### src/rtl/usb_rx_ctrl_if.sv
// Bundles the decoded-bit-stream inputs and the RX FIFO-facing outputs of usb_rx_ctrl.
// master drives the line-side pulses and data; slave is the receive controller.
// pkt_len exists only when RX_PKT_LEN_EN is defined.
interface usb_rx_ctrl_if;
    logic       d_edge;
    logic       eop;
    logic       shift_enable;
    logic       byte_received;
    logic [7:0] rcv_data;
    logic       rcving;
    logic       w_enable;
    logic       r_error;
`ifdef RX_PKT_LEN_EN
    logic [6:0] pkt_len;

    modport master (
        output d_edge, eop, shift_enable, byte_received, rcv_data,
        input  rcving, w_enable, r_error, pkt_len
    );
    modport slave (
        input  d_edge, eop, shift_enable, byte_received, rcv_data,
        output rcving, w_enable, r_error, pkt_len
    );
`else
    modport master (
        output d_edge, eop, shift_enable, byte_received, rcv_data,
        input  rcving, w_enable, r_error
    );
    modport slave (
        input  d_edge, eop, shift_enable, byte_received, rcv_data,
        output rcving, w_enable, r_error
    );
`endif
endinterface

### src/rtl/usb_rx_ctrl.sv
// USB full-speed receive control: start detect, SYNC check, byte strobes to RX FIFO, EOP close.
// Latency: rcving/w_enable/r_error are registered, one clk after the causing input.
// No backpressure: the FIFO must accept every w_enable; RX_PKT_LEN_EN adds the pkt_len output.
module usb_rx_ctrl #(
    parameter logic [7:0] SYNC_BYTE = 8'h80,
    parameter int         MAX_BYTES = 64
) (
    input  logic         clk,
    input  logic         rst,
    usb_rx_ctrl_if.slave rx
);
    localparam int CW = $clog2(MAX_BYTES + 1);
    localparam logic [CW-1:0] MAX_CNT = CW'(MAX_BYTES);

    localparam logic [3:0] IDLE      = 4'd0;
    localparam logic [3:0] SYNC_WAIT = 4'd1;
    localparam logic [3:0] SYNC_CHK  = 4'd2;
    localparam logic [3:0] BYTE_WAIT = 4'd3;
    localparam logic [3:0] STORE     = 4'd4;
    localparam logic [3:0] EOP_END   = 4'd5;
    localparam logic [3:0] ERR_EOP   = 4'd6;
    localparam logic [3:0] ERR_EDGE  = 4'd7;
    localparam logic [3:0] EIDLE     = 4'd8;

    logic [3:0]    state_q, state_d;
    logic [2:0]    bit_cnt_q, bit_cnt_d;
    logic [CW-1:0] byte_cnt_q, byte_cnt_d;
    logic          rcving_q, rcving_d;
    logic          w_enable_q, w_enable_d;
    logic          r_error_q, r_error_d;
    logic          eop_bit;
    logic          pkt_start;

    // SE0 only counts when seen at a bit-sample point
    assign eop_bit = rx.eop & rx.shift_enable;

    // Packet sequencing; a byte arriving together with EOP is never stored
    always_comb begin
        state_d   = state_q;
        pkt_start = 1'b0;
        case (state_q)
            IDLE, EIDLE: begin
                if (rx.d_edge) begin
                    state_d   = SYNC_WAIT;
                    pkt_start = 1'b1;
                end
            end
            SYNC_WAIT: begin
                if (eop_bit)               state_d = ERR_EOP;
                else if (rx.byte_received) state_d = SYNC_CHK;
            end
            SYNC_CHK: begin
                state_d = (rx.rcv_data == SYNC_BYTE) ? BYTE_WAIT : ERR_EOP;
            end
            BYTE_WAIT: begin
                if (eop_bit) begin
                    state_d = ((bit_cnt_q == 3'd0) && !rx.byte_received) ? EOP_END : ERR_EOP;
                end else if (rx.byte_received) begin
                    state_d = (byte_cnt_q == MAX_CNT) ? ERR_EOP : STORE;
                end
            end
            STORE: begin
                state_d = BYTE_WAIT;
            end
            EOP_END: begin
                if (rx.d_edge) state_d = IDLE;
            end
            ERR_EOP: begin
                if (eop_bit) state_d = ERR_EDGE;
            end
            ERR_EDGE: begin
                if (rx.d_edge) state_d = EIDLE;
            end
            default: begin
                state_d = IDLE;
            end
        endcase
    end

    // Bit counter tracks position inside the current byte; byte counter tracks stored bytes
    always_comb begin
        bit_cnt_d = bit_cnt_q;
        if (pkt_start || rx.byte_received) begin
            bit_cnt_d = 3'd0;
        end else if (rx.shift_enable) begin
            bit_cnt_d = bit_cnt_q + 3'd1;
        end

        byte_cnt_d = byte_cnt_q;
        if (pkt_start) begin
            byte_cnt_d = '0;
        end else if (state_q == STORE) begin
            byte_cnt_d = byte_cnt_q + CW'(1);
        end
    end

    // Outputs decoded from the next state so they register alongside it
    always_comb begin
        rcving_d   = !(state_d inside {IDLE, EIDLE});
        w_enable_d = (state_d == STORE);
        r_error_d  = (state_d inside {ERR_EOP, ERR_EDGE, EIDLE});
    end

    // State, counters and output registers
    always_ff @(posedge clk or posedge rst) begin
        if (rst) begin
            state_q    <= IDLE;
            bit_cnt_q  <= 3'd0;
            byte_cnt_q <= '0;
            rcving_q   <= 1'b0;
            w_enable_q <= 1'b0;
            r_error_q  <= 1'b0;
        end else begin
            state_q    <= state_d;
            bit_cnt_q  <= bit_cnt_d;
            byte_cnt_q <= byte_cnt_d;
            rcving_q   <= rcving_d;
            w_enable_q <= w_enable_d;
            r_error_q  <= r_error_d;
        end
    end

    assign rx.rcving   = rcving_q;
    assign rx.w_enable = w_enable_q;
    assign rx.r_error  = r_error_q;

`ifdef RX_PKT_LEN_EN
    logic [6:0] pkt_len_q, pkt_len_d;

    // Length is published only when a packet closes cleanly
    always_comb begin
        pkt_len_d = pkt_len_q;
        if ((state_q == EOP_END) && (state_d == IDLE)) begin
            pkt_len_d = 7'(byte_cnt_q);
        end
    end

    // Packet length register
    always_ff @(posedge clk or posedge rst) begin
        if (rst) begin
            pkt_len_q <= 7'd0;
        end else begin
            pkt_len_q <= pkt_len_d;
        end
    end

    assign rx.pkt_len = pkt_len_q;
`endif
endmodule

### src/flat_wrapper.sv
// flat-port wrapper written by rule: the top's interface ports become plain ports
module usb_rx_ctrl_flat 
#(
    parameter logic [7:0] SYNC_BYTE = 8'h80,
    parameter int         MAX_BYTES = 64
)
  (clk, rst, rx_d_edge, rx_eop, rx_shift_enable, rx_byte_received, rx_rcv_data, rx_rcving, rx_w_enable, rx_r_error);
  usb_rx_ctrl_if rx_i ();
  input  logic clk;
  input  logic rst;
  input wire logic [$bits(rx_i.d_edge)-1:0] rx_d_edge;
  input wire logic [$bits(rx_i.eop)-1:0] rx_eop;
  input wire logic [$bits(rx_i.shift_enable)-1:0] rx_shift_enable;
  input wire logic [$bits(rx_i.byte_received)-1:0] rx_byte_received;
  input wire logic [$bits(rx_i.rcv_data)-1:0] rx_rcv_data;
  output wire logic [$bits(rx_i.rcving)-1:0] rx_rcving;
  output wire logic [$bits(rx_i.w_enable)-1:0] rx_w_enable;
  output wire logic [$bits(rx_i.r_error)-1:0] rx_r_error;
  assign rx_i.d_edge = rx_d_edge;
  assign rx_i.eop = rx_eop;
  assign rx_i.shift_enable = rx_shift_enable;
  assign rx_i.byte_received = rx_byte_received;
  assign rx_i.rcv_data = rx_rcv_data;
  assign rx_rcving = rx_i.rcving;
  assign rx_w_enable = rx_i.w_enable;
  assign rx_r_error = rx_i.r_error;
  usb_rx_ctrl #(.SYNC_BYTE(SYNC_BYTE), .MAX_BYTES(MAX_BYTES)) u_core (.clk(clk), .rst(rst), .rx(rx_i));
endmodule
### config.mk
export PLATFORM = sky130hd
export DESIGN_NAME = usb_rx_ctrl_flat
export DESIGN_NICKNAME = d
export VERILOG_FILES = /design/src/rtl/usb_rx_ctrl_if.sv /design/src/rtl/usb_rx_ctrl.sv /design/src/flat_wrapper.sv
export SDC_FILE = /design/constraint.sdc
export NUM_CORES = 1
export LEC_CHECK = 0
export CORE_ASPECT_RATIO = 0.75
export CORE_MARGIN = 3
export CORE_UTILIZATION = 59
export CTS_BUF_LIST = sky130_fd_sc_hd__clkbuf_4
export CTS_CLUSTER_DIAMETER = 30
export CTS_CLUSTER_SIZE = 30
export DETAILED_ROUTE_END_ITERATION = 6
export GPL_ROUTABILITY_DRIVEN = 0
export PLACE_DENSITY_LB_ADDON = 0.1
export SETUP_SLACK_MARGIN = 0.15
export SYNTH_ARGS = -nofsm -noshare
export SYNTH_HDL_FRONTEND = slang
export SYNTH_SLANG_ARGS = --single-unit
### constraint.sdc
create_clock -name clk -period 4.18 [get_ports clk]
set_input_delay 0.836 -clock clk [delete_from_list [all_inputs] [get_ports clk]]
set_output_delay 0.836 -clock clk [all_outputs]
set_load 0.03 [all_outputs]
# --- After elaboration in Yosys (flattened, before gate mapping) ---
# Index checks and enable logic that the tools add are counted.
totals:
  register_bits: 17
  out_inout_bits: 3
  elab_cells: 53
op_classes:
  addsub: 2
  n_eq_ne: 14
  n_mux: 18
  bitwise: 1
  reduce_logical: 12
op_table:
  columns: ["op", "count"]
  rows:
  - ["4-bit two-way mux", 8]
  - ["4-bit one-hot mux with 8 select lines", 1]
  - ["4-bit by 3-bit equality test with 1-bit output, second input constant", 7]
  - ["7-bit two-way mux", 2]
  - ["3-bit two-way mux", 3]
  - ["4-bit by 2-bit equality test with 1-bit output, second input constant", 2]
  - ["4-bit equality test, second input constant", 2]
  - ["8-bit equality test, second input constant", 1]
  - ["4-bit zero test", 2]
  - ["7-bit by 1-bit adder with 7-bit output, second input constant", 1]
  - ["7-bit equality test, second input constant", 1]
  - ["2-bit nonzero test", 3]
  - ["4-bit by 1-bit equality test with 1-bit output, second input constant", 1]
  - ["2-bit two-way mux", 2]
  - ["3-bit by 1-bit adder with 3-bit output, second input constant", 1]
  - ["3-bit zero test", 1]
  - ["3-bit nonzero test", 1]
  - ["1-bit zero test", 2]
  - ["1-bit two-way mux", 2]
  - ["2-bit OR reduction", 1]
  - ["1-bit bitwise AND", 1]
  - ["1-bit logical AND", 1]
  - ["1-bit logical OR", 1]

# --- Depth between registers and ports, before layout ---
# Gate-level depths: netlist of run 1.
logic_depth:
  word_depth: 8
  depth_mapped: 7
  mapped_depth_nobuf: 7

# --- Least setup slack after synthesis of run 1 ---
# Ideal clock, no wire load.
synth_timing:
  kind: "input to register"
  from: "in rx_rcv_data[5]"
  to: "reg u_core.rcving_q (netlist: u_core.rx.rcving)"
  setup_time_ns: 0.156
  arrival_ns: 1.785
  path_slack_ns: 2.239
  cell_stages: 4
  path_buffers: 0
  cell_sequence: "nor4b_1 > nand2_1 > a211oi_1 > o211ai_1"
synth_between:
  elab_chain_cells: 6
  word_cells_on_any_way: 7
synth_lines:
  columns: ["element", "line", "rtl"]
  rows:
  - ["start: declaration", "flat_wrapper.sv:15", "input wire logic [$bits(rx_i.rcv_data)-1:0] rx_rcv_data;"]
  - ["8-bit equality test *", "usb_rx_ctrl.sv:53", "state_d = (rx.rcv_data == SYNC_BYTE) ? BYTE_WAIT : ERR_EOP;"]
  - ["3-bit two-way mux *", "usb_rx_ctrl.sv:53", null]
  - ["4-bit one-hot mux with 8 select lines *", "usb_rx_ctrl.sv:41", "case (state_q)"]
  - ["4-bit equality test / 4-bit zero test (equally long branches)", "usb_rx_ctrl.sv:99", "rcving_d = !(state_d inside {IDLE, EIDLE});"]
  - ["2-bit nonzero test *", "usb_rx_ctrl.sv:99", null]
  - ["1-bit zero test *", "usb_rx_ctrl.sv:99", null]
  - ["named net u_core.rcving_d", "usb_rx_ctrl.sv:28", "logic rcving_q, rcving_d;"]
  - ["end signal: assignment", "usb_rx_ctrl.sv:117", "rcving_q <= rcving_d;"]
  - ["end: declaration", "usb_rx_ctrl.sv:28", null]
# Mark *: on every way through the listed nets, which the timed path passes. The rest lies on a longest branch.
# A chain may end at the register's enable or synchronous reset.

# --- Worst setup path after layout of run 1 ---
# Same ends and word-level chain as after synthesis.

==> impl_metrics.prom, run 1 <==
# TYPE chip_impl_metric gauge
chip_impl_info{name="outcome",value="complete, no violations"} 1
chip_impl_metric{name="routed_wl",unit="µm"} 2180
chip_impl_metric{name="synthToLayoutAreaGrowth",unit="%"} 17.1
chip_impl_metric{name="synth_area",unit="µm²"} 1060
chip_impl_info{name="ys_dominant_reg_cell",value="sky130_fd_sc_hd__dfrtp_1"} 1
chip_impl_metric{name="postLayoutSetupSlackWorst",unit="ns"} 1.83
chip_impl_metric{name="detailroute.via_count",unit=""} 848
chip_impl_info{name="timing.critical_path.from_type",value="input port"} 1
chip_impl_metric{name="post-route-drc-count",unit=""} 0
chip_impl_metric{name="grt_use_met2",unit=""} 0.321
chip_impl_metric{name="numPlacedInstances",unit=""} 145
chip_impl_metric{name="via_per_inst",unit=""} 5.69
chip_impl_metric{name="maxClockFrequency",unit="MHz"} 426
chip_impl_metric{name="synth.avg_cell_area",unit="µm²"} 9.33
chip_impl_metric{name="overflow",unit=""} 0
chip_impl_metric{name="floorplan.core_area",unit="µm²"} 1590
chip_impl_metric{name="pwr_density_cell",unit="nW/µm²"} 595
chip_impl_metric{name="grt_antenna_before_repair",unit=""} 0
chip_impl_metric{name="ant_nets",unit=""} 0
chip_impl_metric{name="slew-limit-headroom",unit=""} 0.589
chip_impl_metric{name="synth.net_count",unit=""} 132
chip_impl_metric{name="detailedPlacementHpwl",unit="µm"} 1720
chip_impl_metric{name="grt_util_met1",unit=""} 0.304
chip_impl_metric{name="cts-hold-fix-buffers",unit=""} 0
chip_impl_metric{name="io_pins",unit=""} 17
chip_impl_metric{name="post_synth_num_cell_types",unit=""} 39
chip_impl_metric{name="leakagePower",unit="µW"} 0.000531
chip_impl_info{name="criticalPathCategory",value="input port to flop"} 1
chip_impl_metric{name="yosysSeqAreaShare",unit=""} 0.400
chip_impl_metric{name="grtUsageMet3",unit=""} 0.0526
chip_impl_metric{name="clk_path_buf_depth",unit=""} 2
chip_impl_metric{name="routed_wire_length_per_instance",unit="µm"} 14.6
chip_impl_info{name="cts_root_buf",value="sky130_fd_sc_hd__clkbuf_4"} 1
chip_impl_metric{name="fp.dieArea",unit="µm²"} 2350
chip_impl_metric{name="nNetsFinal",unit=""} 147
chip_impl_metric{name="cts-resized-gates",unit=""} 0
chip_impl_metric{name="grt_pass1_vias",unit=""} 791
chip_impl_metric{name="worstPathArrival",unit="ns"} 2.49
chip_impl_info{name="tritoncts_clock_tree",value="yes"} 1
chip_impl_info{name="final_common_cell",value="sky130_fd_sc_hd__dfrtp_1"} 1
chip_impl_metric{name="power.ir.vdd_worst",unit="mV"} 0.385
chip_impl_metric{name="numCtsBuffers",unit=""} 3
chip_impl_info{name="busiest_layer",value="met2"} 1
chip_impl_metric{name="worstSkewPairLatency",unit="ns"} 0.30
chip_impl_metric{name="global_route.usage.total",unit=""} 0.212
chip_impl_metric{name="worst-endpoint-required",unit="ns"} 4.32
chip_impl_metric{name="final.setup_skew",unit="ns"} 0.00439
chip_impl_metric{name="die_w",unit="µm"} 55.0
chip_impl_metric{name="cts_num_sinks",unit=""} 17
chip_impl_metric{name="number_of_register_bits_inferred_by_synthesis",unit=""} 17
chip_impl_metric{name="count_of_endpoints_failing_setup_in_the_final_report",unit=""} 0
chip_impl_metric{name="ys_async_sr_fraction",unit=""} 1.00
chip_impl_metric{name="timing.critical_path.fanout_max",unit=""} 4
chip_impl_metric{name="synthCells",unit=""} 114
chip_impl_metric{name="detailedRoute.firstIterationViolations",unit=""} 49
chip_impl_metric{name="worst-slew-pin-transition",unit="ns"} 0.616
chip_impl_metric{name="timing.final.max_slew_violations",unit=""} 0
chip_impl_metric{name="layout-drive-gt1-share",unit=""} 0.0859
chip_impl_metric{name="grt_start_max_net_pins",unit=""} 18
chip_impl_metric{name="antenna-diode-count",unit=""} 0
chip_impl_metric{name="post-cts-setup-buffer-count",unit=""} 0
chip_impl_metric{name="global_route_wire_length_before_repair",unit="µm"} 3590
chip_impl_metric{name="final_hold_violation_count",unit=""} 0
chip_impl_info{name="grt_setup_unrepaired",value="false"} 1
chip_impl_info{name="worst_setup_path_end_kind",value="flop"} 1
chip_impl_metric{name="floorplan.die.height",unit="µm"} 42.8
chip_impl_metric{name="port-buffer-count",unit=""} 16
chip_impl_info{name="most-common-layout-cells",value="17 x sky130_fd_sc_hd__dfrtp_1, 16 x sky130_fd_sc_hd__clkdlybuf4s50_1, 11 x sky130_fd_sc_hd__nor2_1"} 1
chip_impl_metric{name="synthesis.yosys.warnings",unit=""} 0
chip_impl_metric{name="cts-htree-levels",unit=""} 1
chip_impl_metric{name="number_of_rows_in_the_core_area",unit=""} 12
chip_impl_metric{name="design_area_final",unit="µm²"} 1240
chip_impl_metric{name="initial_core_util",unit=""} 0.668
chip_impl_metric{name="placedInstanceArea",unit="µm²"} 1220
chip_impl_metric{name="finalPower",unit="µW"} 741
chip_impl_metric{name="layout_min_cycle_time",unit="ns"} 2.35
chip_impl_metric{name="layout_worst_path_cycle_share",unit=""} 0.562
chip_impl_metric{name="cts.clk_slew.worst_paths",unit="ns"} 0.10
chip_impl_info{name="hold_path_class",value="flop to flop"} 1
chip_impl_metric{name="drt-pass1-iter-count",unit=""} 4
chip_impl_metric{name="synth_enable_flop_cells",unit=""} 0
chip_impl_metric{name="post_layout_nonfiller_instances",unit=""} 149
chip_impl_metric{name="fin_tns_setup",unit="ns"} 0
chip_impl_metric{name="max_cap_viols",unit=""} 0
chip_impl_metric{name="detailedPlace.worstSlack",unit="ns"} 1.56
## worst paths after layout
check                      cells after the start  slack (ns)                    to                  from
max in group asynchronous                      2        2.88  u_core.byte_cnt_q[1]                   rst
setup reg to reg                               6        2.38     u_core.rx.r_error  u_core.byte_cnt_q[0]
min in group asynchronous                      2        0.90  u_core.byte_cnt_q[2]                   rst
hold reg to reg                                2        0.59  u_core.byte_cnt_q[3]  u_core.byte_cnt_q[3]
setup / recovery                               5        1.83      u_core.rx.rcving        rx_rcv_data[5]
hold / removal                                 2        0.59  u_core.byte_cnt_q[3]  u_core.byte_cnt_q[3]
## cells by family (layout without fill, tap and decap cells)
kind of cell	Yosys count	in the layout	share of synthesized area
simple gates	50	50	0.281
compound gates	19	19	0.134
flops	17	17	0.400
buf+inv	15	29	0.0623
xor+xnor	8	8	0.0659
fa+ha+maj	4	4	0.0471
mux	1	1	0.00941
## state kept, by name, indices dropped and copies added, names as in the netlist
name                flops
u_core.rx.w_enable      1
u_core.state_q          4
u_core.byte_cnt_q       7
u_core.bit_cnt_q        3
u_core.rx.r_error       1
u_core.rx.rcving        1
## report_power, final
group	internal [µW]	total (µW)	switching (µW)
clock network	35.7	90.0	54.3
logic	162	342	180
registers	225	308	83.1
## critical path, cell delays in order
cell and delay (ns):
sky130_fd_sc_hd__clkdlybuf4s50_1 0.40, sky130_fd_sc_hd__nor4b_1 0.45, sky130_fd_sc_hd__nand2_1 0.09, sky130_fd_sc_hd__a211oi_1 0.53
sky130_fd_sc_hd__o211ai_1 0.19
## stage by stage
stage,hold slack (ns),utilization
3_3_place_gp,0.548,0.765
5_1_grt,0.656,0.782
3_5_place_dp,0.555,0.765
4_1_cts,0.595,0.782
2_1_floorplan,0.525,-
6_report,0.590,0.782
## layer usage
metal | part of all wire | vias to the layer above
li1 | - | 422
met1 | 0.47 | 399
met2 | 0.47 | 23
met3 | 0.046 | 4
met4 | 0.0064 | 0
met5 | 0 | -
## cells in the mapped netlist, types with 2 or more instances
cell                       number  area (µm²)
sky130_fd_sc_hd__nand3_1        4        20.0
sky130_fd_sc_hd__xnor2_1        3        26.3
sky130_fd_sc_hd__nand2_1        7        26.3
sky130_fd_sc_hd__buf_2          2        10.0
sky130_fd_sc_hd__ha_1           4        50.1
sky130_fd_sc_hd__and2_1         5        31.3
sky130_fd_sc_hd__dfrtp_1       17         425
sky130_fd_sc_hd__a21oi_1        4        20.0
sky130_fd_sc_hd__xor2_1         5        43.8
sky130_fd_sc_hd__inv_1          9        33.8
sky130_fd_sc_hd__nand4_1        2        12.5
sky130_fd_sc_hd__nor2_1        11        41.3
sky130_fd_sc_hd__nor3_1         4        20.0
sky130_fd_sc_hd__clkbuf_1       3        11.3
sky130_fd_sc_hd__o21ai_0        3        15.0
sky130_fd_sc_hd__nor3b_1        3        22.5
sky130_fd_sc_hd__a211oi_1       3        22.5
sky130_fd_sc_hd__nor2b_1        4        25.0
## layout make-up
cell class,count,area [µm²]
sequential,17,425
clock inverter,1,5.00
clock buffer,3,22.5
tap,21,26.3
timing repair buffer,16,160
multi-input combinational,82,572
fill,116,347
inverter,9,33.8
No activity file was read; power rests on OpenSTA's default activity.
==> run 2: changes to the inputs <==
- CORE_UTILIZATION: 59 -> 55
- clock period: 4.18 -> 2.45 ns (I/O delays scaled with it)
==> run 2 against run 1 <==
Utilization shrank 7.8 points. Clock skew grew 0.00078 ns. Worst setup slack got worse by 1.3 ns. Via count decreased by 2.0%. Critical path type unchanged. Non-clock buffer count unchanged. Highest routed layer unchanged. Clock-buffer cell count increased by 1. Global-route usage shrank 1.6 points. Sequential share of layout area down 0.10 points. Worst hold slack worse by 0.016 ns.
==> impl_metrics.prom, run 2 (synthesis gave the netlist of run 1 again) <==
# TYPE chip_impl_metric gauge
chip_impl_info{name="outcome",value="complete, no violations"} 1
chip_impl_metric{name="grt_use_met2",unit=""} 0.295
chip_impl_info{name="final_common_cell",value="sky130_fd_sc_hd__dfrtp_1"} 1
chip_impl_metric{name="post-route-drc-count",unit=""} 0
chip_impl_metric{name="largest_register_ff_count",unit=""} 7
chip_impl_metric{name="cts.clk_slew.worst_paths",unit="ns"} 0.09
chip_impl_metric{name="cts-htree-levels",unit=""} 1
chip_impl_metric{name="leakagePower",unit="µW"} 0.000531
chip_impl_metric{name="initial_core_util",unit=""} 0.600
chip_impl_metric{name="clk_path_buf_depth",unit=""} 2
chip_impl_info{name="tritoncts_clock_tree",value="yes"} 1
chip_impl_metric{name="final.fill_count",unit=""} 150
chip_impl_info{name="timing.critical_path.from_type",value="input port"} 1
chip_impl_metric{name="synthToLayoutAreaGrowth",unit="%"} 17.4
chip_impl_metric{name="port-buffer-count",unit=""} 16
chip_impl_metric{name="numPlacedInstances",unit=""} 146
chip_impl_metric{name="placedInstanceArea",unit="µm²"} 1220
chip_impl_metric{name="routed_wl",unit="µm"} 2090
chip_impl_info{name="hold_path_class",value="input port to asynchronous set/reset pin"} 1
chip_impl_metric{name="floorplan.die.height",unit="µm"} 44.1
chip_impl_info{name="most-common-layout-cells",value="17 x sky130_fd_sc_hd__dfrtp_1, 16 x sky130_fd_sc_hd__clkdlybuf4s50_1, 11 x sky130_fd_sc_hd__nor2_1"} 1
chip_impl_metric{name="die_w",unit="µm"} 56.8
chip_impl_metric{name="cts-resized-gates",unit=""} 0
chip_impl_info{name="worst_setup_path_end_kind",value="flop"} 1
chip_impl_metric{name="post-cts-setup-buffer-count",unit=""} 0
chip_impl_metric{name="pwr_density_cell",unit="nW/µm²"} 1010
chip_impl_metric{name="layout-drive-gt1-share",unit=""} 0.0859
chip_impl_metric{name="overflow",unit=""} 0
chip_impl_info{name="grt_setup_unrepaired",value="false"} 1
chip_impl_metric{name="antenna-diode-count",unit=""} 0
chip_impl_metric{name="final.setup_skew",unit="ns"} 0.00517
chip_impl_metric{name="seqCellArea",unit="µm²"} 425
chip_impl_metric{name="multi_input_comb_area",unit="µm²"} 572
chip_impl_metric{name="worst-endpoint-required",unit="ns"} 2.59
chip_impl_metric{name="worst-slew-pin-transition",unit="ns"} 0.633
chip_impl_metric{name="cts_num_sinks",unit=""} 17
chip_impl_metric{name="maxClockFrequency",unit="MHz"} 511
chip_impl_metric{name="grtUsageMet3",unit=""} 0.0525
chip_impl_metric{name="max_cap_viols",unit=""} 0
chip_impl_metric{name="postLayoutSetupSlackWorst",unit="ns"} 0.495
chip_impl_metric{name="nNetsFinal",unit=""} 147
chip_impl_info{name="top_regs",value="u_core.byte_cnt_q: 7 flops, u_core.state_q: 4 flops, u_core.bit_cnt_q: 3 flops"} 1
chip_impl_metric{name="layout_min_cycle_time",unit="ns"} 1.96
chip_impl_metric{name="cts-hold-fix-buffers",unit=""} 0
chip_impl_metric{name="detailedPlacementHpwl",unit="µm"} 1610
chip_impl_metric{name="fp.dieArea",unit="µm²"} 2500
chip_impl_metric{name="final_hold_violation_count",unit=""} 0
chip_impl_metric{name="grt_antenna_before_repair",unit=""} 0
chip_impl_metric{name="slew-limit-headroom",unit=""} 0.578
chip_impl_metric{name="detailedRoute.firstIterationViolations",unit=""} 17
chip_impl_metric{name="drt-pass1-iter-count",unit=""} 4
chip_impl_metric{name="design_area_final",unit="µm²"} 1250
chip_impl_metric{name="ant_nets",unit=""} 0
chip_impl_metric{name="detailedPlace.worstSlack",unit="ns"} 0.190
chip_impl_info{name="criticalPathCategory",value="input port to flop"} 1
chip_impl_metric{name="floorplan.core_area",unit="µm²"} 1770
chip_impl_metric{name="number_of_rows_in_the_core_area",unit=""} 13
chip_impl_metric{name="routed_wire_length_per_instance",unit="µm"} 13.9
chip_impl_metric{name="fin_tns_setup",unit="ns"} 0
chip_impl_metric{name="numCtsBuffers",unit=""} 3
chip_impl_metric{name="count_of_endpoints_failing_setup_in_the_final_report",unit=""} 0
chip_impl_info{name="cts_root_buf",value="sky130_fd_sc_hd__clkbuf_4"} 1
chip_impl_info{name="regMostFlops",value="u_core.byte_cnt_q"} 1
chip_impl_metric{name="grt_start_max_net_pins",unit=""} 18
chip_impl_info{name="busiest_layer",value="met2"} 1
chip_impl_metric{name="grt_pass1_vias",unit=""} 793
chip_impl_metric{name="timing.critical_path.fanout_max",unit=""} 4
chip_impl_metric{name="power.ir.vdd_worst",unit="mV"} 0.550
chip_impl_metric{name="grt_util_met1",unit=""} 0.255
chip_impl_metric{name="worstPathArrival",unit="ns"} 2.09
chip_impl_metric{name="timing.hold.ws",unit="ns"} 0.575
chip_impl_metric{name="worstSkewPairLatency",unit="ns"} 0.29
chip_impl_metric{name="global_route_wire_length_before_repair",unit="µm"} 3580
chip_impl_metric{name="io_pins",unit=""} 17
chip_impl_metric{name="post_layout_nonfiller_instances",unit=""} 150
chip_impl_metric{name="layout_worst_path_cycle_share",unit=""} 0.798
chip_impl_metric{name="timing.final.max_slew_violations",unit=""} 0
chip_impl_metric{name="detailroute.via_count",unit=""} 831
chip_impl_metric{name="global_route.usage.total",unit=""} 0.196
chip_impl_metric{name="via_per_inst",unit=""} 5.54
[run 2: through the flow]
stage / util / power (µW)
finish: 0.704 / 1260
global route: 0.704 / 1360
CTS: 0.704 / 1270
detailed placement: 0.687 / 1110
global placement: 0.687 / 1090
floorplan: - / 959
[run 2: path summary, 6_finish.rpt]
path                                       from                   end  slack (ns)  cells after the start
min in group clk           u_core.byte_cnt_q[5]  u_core.byte_cnt_q[5]        0.59                      2
min                                         rst   u_core.bit_cnt_q[2]        0.57                      2
max in group asynchronous                   rst     u_core.state_q[3]        1.47                      2
max reg2reg                u_core.byte_cnt_q[0]     u_core.rx.r_error        0.62                      6
max                              rx_rcv_data[1]      u_core.rx.rcving        0.49                      5
min reg2reg                u_core.byte_cnt_q[5]  u_core.byte_cnt_q[5]        0.59                      2
[run 2: worst max-delay path: stages]
cell	delay, ns
sky130_fd_sc_hd__clkdlybuf4s50_1	0.40
sky130_fd_sc_hd__nor4_1	0.40
sky130_fd_sc_hd__nand2_1	0.10
sky130_fd_sc_hd__a211oi_1	0.53
sky130_fd_sc_hd__o211ai_1	0.18
[run 2: final cells by class]
| cell class | instances | area share |
|---|---|---|
| clock buffers | 4 | 0.0240 |
| well taps | 22 | 0.0220 |
| multi-input cells | 82 | 0.458 |
| inverters | 9 | 0.0271 |
| repair buffers | 16 | 0.128 |
| flip-flops and latches | 17 | 0.341 |
[run 2: routing by layer]
metal  vias to the layer above  wire, µm
li1                        422         -
met1                       387       987
met2                        18       966
met3                         4        93
met4                         0        45
met5                         -         0
[run 2: power breakdown]
group | switching [µW] | total (µW) | internal (µW) | leakage, µW
Sequential | 142 | 527 | 384 | 0.000215
Combinational | 299 | 577 | 278 | 0.000298
Clock | 83.5 | 158 | 74.5 | 0.0000184
Total | 525 | 1260 | 737 | 0.000531
==> run 3: changes to the inputs <==
- clock period: 2.45 -> 1.8 ns (I/O delays scaled with it)
==> run 3 against run 2 <==
Register-to-register slack lost 0.58 ns. Clock power grew 40%. Worst hold slack lost 0.20 ns. Clock-buffer cell count is the same. Sequential cell count is the same. Routed wire length grew 22%. Utilization grew 10 points. Sequential power grew 24%. Largest power group unchanged.
==> impl_metrics.prom, run 3 (synthesis gave the netlist of run 1 again) <==
# TYPE chip_impl_metric gauge
chip_impl_info{name="grt_setup_unrepaired",value="true"} 1
chip_impl_metric{name="floorplan.core_area",unit="µm²"} 1770
chip_impl_info{name="worstPathCellList",value="inv_2 > ha_4 > or4b_4 > o311ai_4 > a21oi_2 > buf_4 > nor2_2"} 1
chip_impl_metric{name="nNetsFinal",unit=""} 166
chip_impl_metric{name="cts-htree-levels",unit=""} 1
chip_impl_metric{name="clk_path_buf_depth",unit=""} 2
chip_impl_metric{name="power.ir.vdd_worst",unit="mV"} 1.09
chip_impl_info{name="busiest_layer",value="met2"} 1
chip_impl_metric{name="leakagePower",unit="µW"} 0.000638
chip_impl_metric{name="timing.final.max_slew_violations",unit=""} 0
chip_impl_metric{name="cts-hold-fix-buffers",unit=""} 0
chip_impl_info{name="rr_startpoint",value="u_core.byte_cnt_q[1]"} 1
chip_impl_metric{name="number_of_rows_in_the_core_area",unit=""} 13
chip_impl_metric{name="internal_power",unit="µW"} 1170
chip_impl_metric{name="maxClockFrequency",unit="MHz"} 569
chip_impl_info{name="reg2reg_to",value="u_core.state_q[1]"} 1
chip_impl_metric{name="part_of_the_total_power_dissipated_in_the_clock_network",unit=""} 0.111
chip_impl_metric{name="numCtsBuffers",unit=""} 3
chip_impl_metric{name="io_pins",unit=""} 17
chip_impl_info{name="timing.critical_path.from_type",value="flop"} 1
chip_impl_metric{name="grt_start_max_net_pins",unit=""} 18
chip_impl_metric{name="detailedPlacementHpwl",unit="µm"} 1760
chip_impl_metric{name="worst-endpoint-required",unit="ns"} 2.03
chip_impl_metric{name="cts.clk_slew.worst_paths",unit="ns"} 0.09
chip_impl_info{name="most-common-layout-cells",value="19 x sky130_fd_sc_hd__buf_4, 17 x sky130_fd_sc_hd__dfrtp_1, 13 x sky130_fd_sc_hd__clkdlybuf4s50_1"} 1
chip_impl_metric{name="via_per_inst",unit=""} 5.53
chip_impl_info{name="final_common_cell",value="sky130_fd_sc_hd__buf_4"} 1
chip_impl_metric{name="grtUsageMet3",unit=""} 0.0641
chip_impl_metric{name="placedInstanceArea",unit="µm²"} 1320
chip_impl_info{name="critPathSlowestCell",value="sky130_fd_sc_hd__or4b_4"} 1
chip_impl_info{name="criticalPathCategory",value="flop to flop"} 1
chip_impl_info{name="cts_root_buf",value="sky130_fd_sc_hd__clkbuf_4"} 1
chip_impl_metric{name="count_of_endpoints_failing_setup_in_the_final_report",unit=""} 0
chip_impl_metric{name="drt-pass1-iter-count",unit=""} 6
chip_impl_info{name="outcome",value="complete, no violations"} 1
chip_impl_info{name="worst_setup_path_end_kind",value="flop"} 1
chip_impl_metric{name="slew-limit-headroom",unit=""} 0.723
chip_impl_metric{name="grt_util_met1",unit=""} 0.291
chip_impl_info{name="regMostFlops",value="u_core.byte_cnt_q"} 1
chip_impl_metric{name="share_comb_of_total_power",unit=""} 0.561
chip_impl_info{name="hold_path_class",value="input port to asynchronous set/reset pin"} 1
chip_impl_metric{name="layout-drive-gt1-share",unit=""} 0.252
chip_impl_metric{name="timing.reg2reg.setup_slack",unit="ns"} 0.04
chip_impl_metric{name="port-buffer-count",unit=""} 16
chip_impl_metric{name="detailroute.via_count",unit=""} 934
chip_impl_metric{name="synthToLayoutAreaGrowth",unit="%"} 34.1
chip_impl_metric{name="worstPathArrival",unit="ns"} 1.99
chip_impl_metric{name="p_switching",unit="µW"} 822
chip_impl_metric{name="fp.dieArea",unit="µm²"} 2500
chip_impl_info{name="tritoncts_clock_tree",value="yes"} 1
chip_impl_metric{name="final.fill_count",unit=""} 111
chip_impl_metric{name="path_buf_inv",unit=""} 2
chip_impl_metric{name="grt_pass1_vias",unit=""} 940
chip_impl_metric{name="layout_min_cycle_time",unit="ns"} 1.76
chip_impl_metric{name="largest_register_ff_count",unit=""} 7
chip_impl_metric{name="cts_num_sinks",unit=""} 17
chip_impl_metric{name="worstSkewPairLatency",unit="ns"} 0.30
chip_impl_metric{name="final_core_utilization",unit=""} 0.805
chip_impl_metric{name="max_cap_viols",unit=""} 0
chip_impl_metric{name="routed_wire_length_per_instance",unit="µm"} 15.1
chip_impl_metric{name="floorplan.die.height",unit="µm"} 44.1
chip_impl_metric{name="grt_use_met2",unit=""} 0.376
chip_impl_metric{name="ant_nets",unit=""} 0
chip_impl_metric{name="timing.critical_path.fanout_max",unit=""} 3
chip_impl_metric{name="worst-r2r-cell-count",unit=""} 7
chip_impl_metric{name="netSwitchingFraction",unit=""} 0.412
chip_impl_metric{name="detailedPlace.worstSlack",unit="ns"} -0.125
chip_impl_metric{name="overflow",unit=""} 0
chip_impl_metric{name="postLayoutSetupSlackWorst",unit="ns"} 0.0439
chip_impl_metric{name="final.setup_skew",unit="ns"} 0.00214
chip_impl_metric{name="power.sequential.fraction",unit=""} 0.328
chip_impl_metric{name="layout_worst_path_cycle_share",unit=""} 0.976
chip_impl_metric{name="initial_core_util",unit=""} 0.600
chip_impl_metric{name="final_hold_violation_count",unit=""} 0
chip_impl_metric{name="grt_antenna_before_repair",unit=""} 0
chip_impl_metric{name="global_route_wire_length_before_repair",unit="µm"} 4290
chip_impl_metric{name="global_route.usage.total",unit=""} 0.229
chip_impl_metric{name="routed_wl",unit="µm"} 2560
chip_impl_metric{name="design_area_final",unit="µm²"} 1430
chip_impl_info{name="top_regs",value="u_core.byte_cnt_q: 7 flops, u_core.state_q: 4 flops, u_core.bit_cnt_q: 3 flops"} 1
chip_impl_metric{name="post-route-drc-count",unit=""} 0
chip_impl_metric{name="die_w",unit="µm"} 56.8
chip_impl_metric{name="pwr_density_cell",unit="nW/µm²"} 1400
chip_impl_metric{name="detailedRoute.firstIterationViolations",unit=""} 31
chip_impl_metric{name="worst-slew-pin-transition",unit="ns"} 0.412
chip_impl_info{name="path_delay_family",value="simple AND/OR/NAND/NOR gates"} 1
chip_impl_metric{name="antenna-diode-count",unit=""} 0
chip_impl_metric{name="critical_path.max_stage_delay",unit="ns"} 0.46
-- run 3: changes by cell type in the layout (fill, tap and decap cells not counted), sizes merged --
cell,delta
buf,+19
clkdlybuf4s50,-3
dlygate4sd2,+3
-- run 3: worst register-to-register path: cells and delay by family, from the launching register on --
family / cells / cell delay, ns
adders and majority gates: 1 / 0.12
buffers and inverters: 2 / 0.24
and+or+nand+nor: 2 / 0.54
DFF: 1 / 0.42
AOI/OAI and AO/OA: 2 / 0.38
-- run 3: worst max path at each step --
stage                    startpoint            endpoint  slack, ns  depth (start not counted)
2_1_floorplan  u_core.byte_cnt_q[0]   u_core.rx.r_error       0.12                          6
5_1_grt        u_core.byte_cnt_q[1]   u_core.state_q[1]      -0.01                          7
3_3_place_gp         rx_rcv_data[1]  u_core.rx.w_enable      -0.13                          7
3_5_place_dp         rx_rcv_data[1]  u_core.rx.w_enable      -0.12                          7
6_report       u_core.byte_cnt_q[1]   u_core.state_q[1]       0.04                          7
4_1_cts        u_core.byte_cnt_q[1]   u_core.state_q[1]       0.05                          7
-- run 3: power by group through the flow --
stage          clock network, µW  registers (µW)  logic, µW
6_report                     221             654       1120
5_1_grt                      244             668       1220
4_1_cts                      226             645       1030
3_5_place_dp                   0             647        969
3_3_place_gp                   0             639        939
2_1_floorplan                  0             648        657
-- run 3: what timing repair did --
item | 4_1_cts | 5_1_grt
buffers inserted | 4 | 1
endpoints found under the setup margin | 7 | 7
hold endpoints to repair | 0 | 0
pin swaps | 3 | 5
gates resized for setup | 5 | 7
-- run 3: layout make-up --
type / count / area, µm² / area share
clock buffers: 4 / 30.0 / 0.0211
multi-input cells: 82 / 611 / 0.428
repair buffers: 35 / 299 / 0.210
flip-flops and latches: 17 / 425 / 0.298
inverters: 9 / 33.8 / 0.0237
well taps: 22 / 27.5 / 0.0193
-- run 3: per-stage QoR --
stage               total power (µW)  TNS [ns]  std cells  hold slack, ns
global placement                1580    -0.270        160           0.550
CTS                             1900         0        168           0.378
global route                    2130   -0.0145        169           0.393
floorplan                       1300         0        114           0.286
finish                          1990         0        169           0.371
detailed placement              1620    -0.348        160           0.560
-- run 3: per-layer routing --
layer / vias to the layer above / part of all wire
met1: 439 / 0.45
met4: 0 / 0.014
met2: 30 / 0.49
met5: - / 0
li1: 461 / -
met3: 4 / 0.038
